**config.mk**
```make
export PLATFORM = sky130hd
export DESIGN_NAME = truth_table_sequencer
export DESIGN_NICKNAME = d
export VERILOG_FILES = /design/src/rtl/truth_table_sequencer.sv
export SDC_FILE = /design/constraint.sdc
export NUM_CORES = 1
export LEC_CHECK = 0
export BUFFER_PORTS_ARGS = -buffer_cell sky130_fd_sc_hd__clkbuf_2
export CORE_ASPECT_RATIO = 1.75
export CORE_UTILIZATION = 50
export CTS_CLUSTER_DIAMETER = 100
export DETAILED_ROUTE_END_ITERATION = 6
export PLACE_DENSITY = 0.74
export SETUP_SLACK_MARGIN = 0.02
export SYNTH_ARGS = -nofsm -noshare
export SYNTH_HDL_FRONTEND = slang
export SYNTH_SLANG_ARGS = --single-unit
```
**constraint.sdc**
```tcl
create_clock -name clk -period 2 [get_ports clk]
set_clock_uncertainty 0.05 [all_clocks]
set_input_delay 0.2 -clock clk [delete_from_list [all_inputs] [get_ports clk]]
set_output_delay 0.2 -clock clk [all_outputs]
set_load 0.02 [all_outputs]
```
**src/rtl/truth_table_sequencer.sv**
```systemverilog
// Stimulus-and-check stage for a 3-input combinational block: walks {x,y,z}
// through 0..7, samples a after a settle time and scores it against EXPECT_TT.
module truth_table_sequencer #(
  parameter int unsigned HOLD      = 2,
  parameter logic [7:0]  EXPECT_TT = 8'h26
) (
  input  logic       clk,
  input  logic       rst_n,
  input  logic       start,
  input  logic       a,
  output logic       x,
  output logic       y,
  output logic       z,
  output logic       busy,
  output logic       done,
  output logic       pass,
  output logic [3:0] err_count,
  output logic [7:0] fail_map
);

  localparam logic [1:0] S_IDLE   = 2'd0;
  localparam logic [1:0] S_DRIVE  = 2'd1;
  localparam logic [1:0] S_SAMPLE = 2'd2;
  localparam logic [1:0] S_DONE   = 2'd3;

  localparam logic [3:0] HOLD_LAST = 4'(HOLD - 1);

  logic [1:0] state;
  logic [2:0] vec;
  logic [3:0] hold_cnt;
  logic [3:0] err_next;
  logic [7:0] map_next;

  // Score of the vector currently on {x,y,z}; only committed in SAMPLE.
  always_comb begin
    err_next = err_count;
    map_next = fail_map;
    if (a != EXPECT_TT[vec]) begin
      err_next      = err_count + 4'd1;
      map_next[vec] = 1'b1;
    end
  end

  always_ff @(posedge clk or negedge rst_n) begin
    if (!rst_n) begin
      state     <= S_IDLE;
      vec       <= '0;
      hold_cnt  <= '0;
      x         <= 1'b0;
      y         <= 1'b0;
      z         <= 1'b0;
      busy      <= 1'b0;
      done      <= 1'b0;
      pass      <= 1'b0;
      err_count <= '0;
      fail_map  <= '0;
    end else begin
      case (state)
        S_IDLE, S_DONE: begin
          if (start) begin
            state     <= S_DRIVE;
            vec       <= '0;
            hold_cnt  <= '0;
            {x, y, z} <= 3'b000;
            busy      <= 1'b1;
            done      <= 1'b0;
            pass      <= 1'b0;
            err_count <= '0;
            fail_map  <= '0;
          end
        end
        S_DRIVE: begin
          if (hold_cnt == HOLD_LAST) begin
            state <= S_SAMPLE;
          end else begin
            hold_cnt <= hold_cnt + 4'd1;
          end
        end
        S_SAMPLE: begin
          err_count <= err_next;
          fail_map  <= map_next;
          if (vec == 3'd7) begin
            state     <= S_DONE;
            busy      <= 1'b0;
            done      <= 1'b1;
            pass      <= (err_next == 4'd0);
            {x, y, z} <= 3'b000;
          end else begin
            state     <= S_DRIVE;
            vec       <= vec + 3'd1;
            hold_cnt  <= '0;
            {x, y, z} <= vec + 3'd1;
          end
        end
        default: state <= S_IDLE;
      endcase
    end
  end

endmodule

```
==> impl_metrics.sql <==
INSERT INTO impl_metrics (metric_group, metric, value, unit) VALUES
('timing', 'setup_tns', '0', 'ns'),
('clock_tree', 'clk_pin_slew_worst_paths', '0.09', 'ns'),
('detailed_routing', 'antenna_left', '0', ''),
('timing', 'max_slew_margin', '0.5525', ''),
('global_routing', 'grt_first_pass_wirelength', '5.209', 'mm'),
('placement', 'gp_routability_congestion', '0.8560', ''),
('yosys', 'synth_fa_ha_area_frac', '0.07371', ''),
('global_routing', 'largest_net_degree_at_the_start_of_global_routing', '28', ''),
('detailed_routing', 'router_iterations_before_antenna_repair', '4', ''),
('placement', 'detailed_place.area', '0.001684', 'mm2'),
('pwr', 'vdd.ir_drop.worst', '0.8886', 'mV'),
('setup_path', 'timing.rr.start', 'vec[1]', ''),
('detailed_routing', 'drc', '0', ''),
('detailed_routing', 'detailedRoute.firstIterationViolations', '35', ''),
('setup_path', 'cp_launch_type', 'register', ''),
('global_routing', 'globalRoute.totalOverflow', '0', ''),
('yosys', 'yosys_warnings', '0', ''),
('detailed_routing', 'post_drt_wl_per_cell', '15.12', 'um'),
('clock_tree', 'ctsHtreeMaxLevel', '1', ''),
('final_layout', 'num-nets-final', '198', ''),
('yosys', 'postSynthAreaPerCell', '9.731', 'um2'),
('yosys', 'synth-xor-area-share', '0.02211', ''),
('detailed_routing', 'via_count', '1237', ''),
('final_layout', 'final_design_area_no_fill', '0.001780', 'mm2'),
('clock_tree', 'root_buffer', 'sky130_fd_sc_hd__clkbuf_8', ''),
('yosys', 'synth_cell_type_count', '38', ''),
('yosys', 'post_synthesis_sequential_element_count', '27', ''),
('setup_path', 'cp-end-kind', 'register', ''),
('floorplanning', 'width_of_the_chip', '43.79', 'um'),
('setup_path', 'worstPathMaxFanout', '3', ''),
('floorplanning', 'dieArea', '0.003289', 'mm2'),
('floorplanning', 'std_cell_rows', '26', ''),
('timing', 'period_needed', '1.893', 'ns'),
('final_layout', 'area.growth.synth_to_final', '16.54', '%'),
('global_routing', 'grt_util_all_layers', '0.2146', ''),
('yosys', 'synth_compound_gate_area_share', '0.1638', ''),
('setup_path', 'timing.setup.critical_path_class', 'register to register', ''),
('clock_tree', 'clock_tree.buffer_depth', '2', ''),
('clock_tree', 'clock_sinks', '27', ''),
('global_routing', 'number_of_antenna_violations_at_the_first_check_in_global_routing', '0', ''),
('placement', 'post-dp-hpwl', '2.434', 'mm'),
('final_layout', 'antenna_cells_inserted', '0', ''),
('yosys', 'ys.flop_type', 'sky130_fd_sc_hd__dfrtp_1', ''),
('timing', 'final-hold-violation-count', '0', ''),
('pwr', 'pwr_density_cell', '1304', 'mW/mm2'),
('yosys', 'synth_edf_count', '0', ''),
('pwr', 'total_power', '2323', 'uW'),
('worst_hold_path', 'min_path_type', 'primary input to register', ''),
('yosys', 'synthMuxAreaShare', '0.04341', ''),
('detailed_routing', 'detail_route.wirelength', '3.206', 'mm'),
('timing', 'finalSetupViolCount', '0', ''),
('floorplanning', 'dieHeight', '75.12', 'um'),
('yosys', 'simple_gate_portion_of_the_synthesized_area', '0.2064', ''),
('detailed_routing', 'drt-vias-per-instance', '5.835', ''),
('clock_tree', 'number_of_buffers_created_by_cts', '3', ''),
('yosys', 'largest_family_of_logic_cells_by_synthesized_area', 'simple AND/OR/NAND/NOR gates', ''),
('placement', 'portbufs', '21', ''),
('global_routing', 'grt_pass1_vias', '1217', ''),
('final_layout', 'drive_above_1_share', '0.2500', ''),
('clock_tree', 'total_setup_buffers_inserted_after_cts', '0', ''),
('timing', 'drv_slew', '0', ''),
('job', 'maxCapViolations', '0', ''),
('yosys', 'syn_nets', '170', ''),
('timing', 'final_min_period_over_clock_period', '0.9466', ''),
('clock_tree', 'clkLatencyLatePin', '0.28', 'ns'),
('floorplanning', 'fp.coreArea', '0.002928', 'mm2'),
('yosys', 'async_reset_ff_frac', '1.000', ''),
('outcome', 'run_status', 'complete, no violations', ''),
('timing', 'worst-slew-pin-transition', '0.6712', 'ns'),
('final_layout', 'nFillCells', '265', ''),
('floorplanning', 'floorplan.initialDensity', '0.5218', ''),
('clock_tree', 'tritoncts_clock_tree', 'yes', ''),
('setup_path', 'cp-startpoint', 'vec[1]', ''),
('floorplanning', 'io-pin-count', '22', ''),
('timing', 'rsz0062_at_grt', 'true', ''),
('yosys', 'synth_seq_area_share', '0.4423', ''),
('yosys', 'mappedNetlistArea', '0.001528', 'mm2'),
('setup_path', 'worst_ep_required_time', '2.12', 'ns'),
('setup_path', 'worst_ep_arrival_time', '2.02', 'ns'),
('worst_hold_path', 'timing.hold.worst.start', 'start', ''),
('pwr', 'leakagePower', '0.0008736', 'uW'),
('yosys', 'syn_inst', '157', ''),
('timing', 'fmax', '0.5282', 'GHz');
-- critical path, stage by stage (launching register included) --
cell                      delay, ns
sky130_fd_sc_hd__dfrtp_1       0.38
sky130_fd_sc_hd__inv_1         0.14
sky130_fd_sc_hd__ha_4          0.24
sky130_fd_sc_hd__nor2_4        0.18
sky130_fd_sc_hd__o21ai_1       0.10
sky130_fd_sc_hd__and3b_2       0.24
sky130_fd_sc_hd__mux2_4        0.29
sky130_fd_sc_hd__a22o_1        0.17
-- where the power goes --
group	internal (uW)	leakage, uW	switching [uW]	total [uW]
clock network	143	0.0000228	166	309
registers	663	0.000365	94.3	757
logic	493	0.000486	764	1260
-- logic make-up after synthesis --
group / count (synthesis)
and+or+nand+nor: 59
AOI/OAI and AO/OA: 38
DFF: 27
buffers and inverters: 15
adders and majority gates: 9
muxes: 6
xor gates and xnor gates: 3
-- flip-flops by register name (all words and copies together) (netlist names) --
signal and flops:
fail_map 8, err_count 4, hold_cnt 4, vec 3, state 2, busy 1, done 1, pass 1
x 1, y 1, z 1
-- through the flow --
stage | utilization | std cells | setup WS (ns) | hold slack [ns]
2_1_floorplan | - | 157 | 0.03745 | -0.1456
3_3_place_gp | 0.5752 | 207 | 0.07560 | 0.2118
3_5_place_dp | 0.5752 | 207 | 0.03854 | 0.2186
4_1_cts | 0.5940 | 212 | 0.02105 | 0.1972
5_1_grt | 0.6081 | 212 | 0.003235 | 0.2451
6_report | 0.6081 | 212 | 0.1068 | 0.2300
-- metal layers --
metal	routed length, um	share of wire	GRT usage
met5	0	0	0
met4	69	0.022	0.1181
met3	77	0.024	0.02158
met2	1770	0.55	0.4013
met1	1289	0.40	0.2277
-- placed cells by master, fill, tap and decap left out, drive strengths merged, types with 3 or more instances in the layout --
cell	instances
nand2	12
nor4	4
a21oi	11
nand2b	3
clkbuf	25
o21ai	10
buf	8
nor2	21
mux2i	4
inv	8
dfrtp	27
ha	9
nor3	5
nor2b	3
nand3	3
a22o	9
-- area by class of cell --
cell class,count,area (um2),area share
clock buffer,4,45.04,0.02530
multi-input combinational,115,819.5,0.4603
tap,28,35.03,0.01968
timing repair buffer,30,175.2,0.09838
sequential,27,675.6,0.3795
inverter,8,30.03,0.01687
-- synth_stat cells (3+ instances only) --
library cell               number  share of area
sky130_fd_sc_hd__a21oi_1       11          0.036
sky130_fd_sc_hd__nor4_1         4          0.016
sky130_fd_sc_hd__dfrtp_1       27           0.44
sky130_fd_sc_hd__nand2b_1       3          0.012
sky130_fd_sc_hd__a22o_1         9          0.052
sky130_fd_sc_hd__mux2i_1        4          0.026
sky130_fd_sc_hd__nor2_1        19          0.047
sky130_fd_sc_hd__ha_1           9          0.074
sky130_fd_sc_hd__nand3_1        3         0.0098
sky130_fd_sc_hd__o21ai_0        8          0.026
sky130_fd_sc_hd__nor2b_1        3          0.012
sky130_fd_sc_hd__inv_1          8          0.020
sky130_fd_sc_hd__nor3_1         4          0.013
sky130_fd_sc_hd__clkbuf_1       3         0.0074
sky130_fd_sc_hd__nand2_1       12          0.029
-- worst paths after layout --
check / to / slack (ns) / cells after the start
setup / recovery: err_count[2] / 0.11 / 7
setup reg to reg: err_count[2] / 0.11 / 7
hold / removal: busy / 0.23 / 3
hold reg to reg: z / 0.44 / 2
max in group asynchronous: z / 1.03 / 2
min in group asynchronous: busy / 0.43 / 2
-- what timing repair did --
item                                    4_1_cts  5_1_grt
gates resized for setup                       0        8
endpoints found under the hold margin        27        0
hold buffers                                  1        0
endpoints found under the setup margin        0       13
No activity file was read; power rests on OpenSTA's default activity.
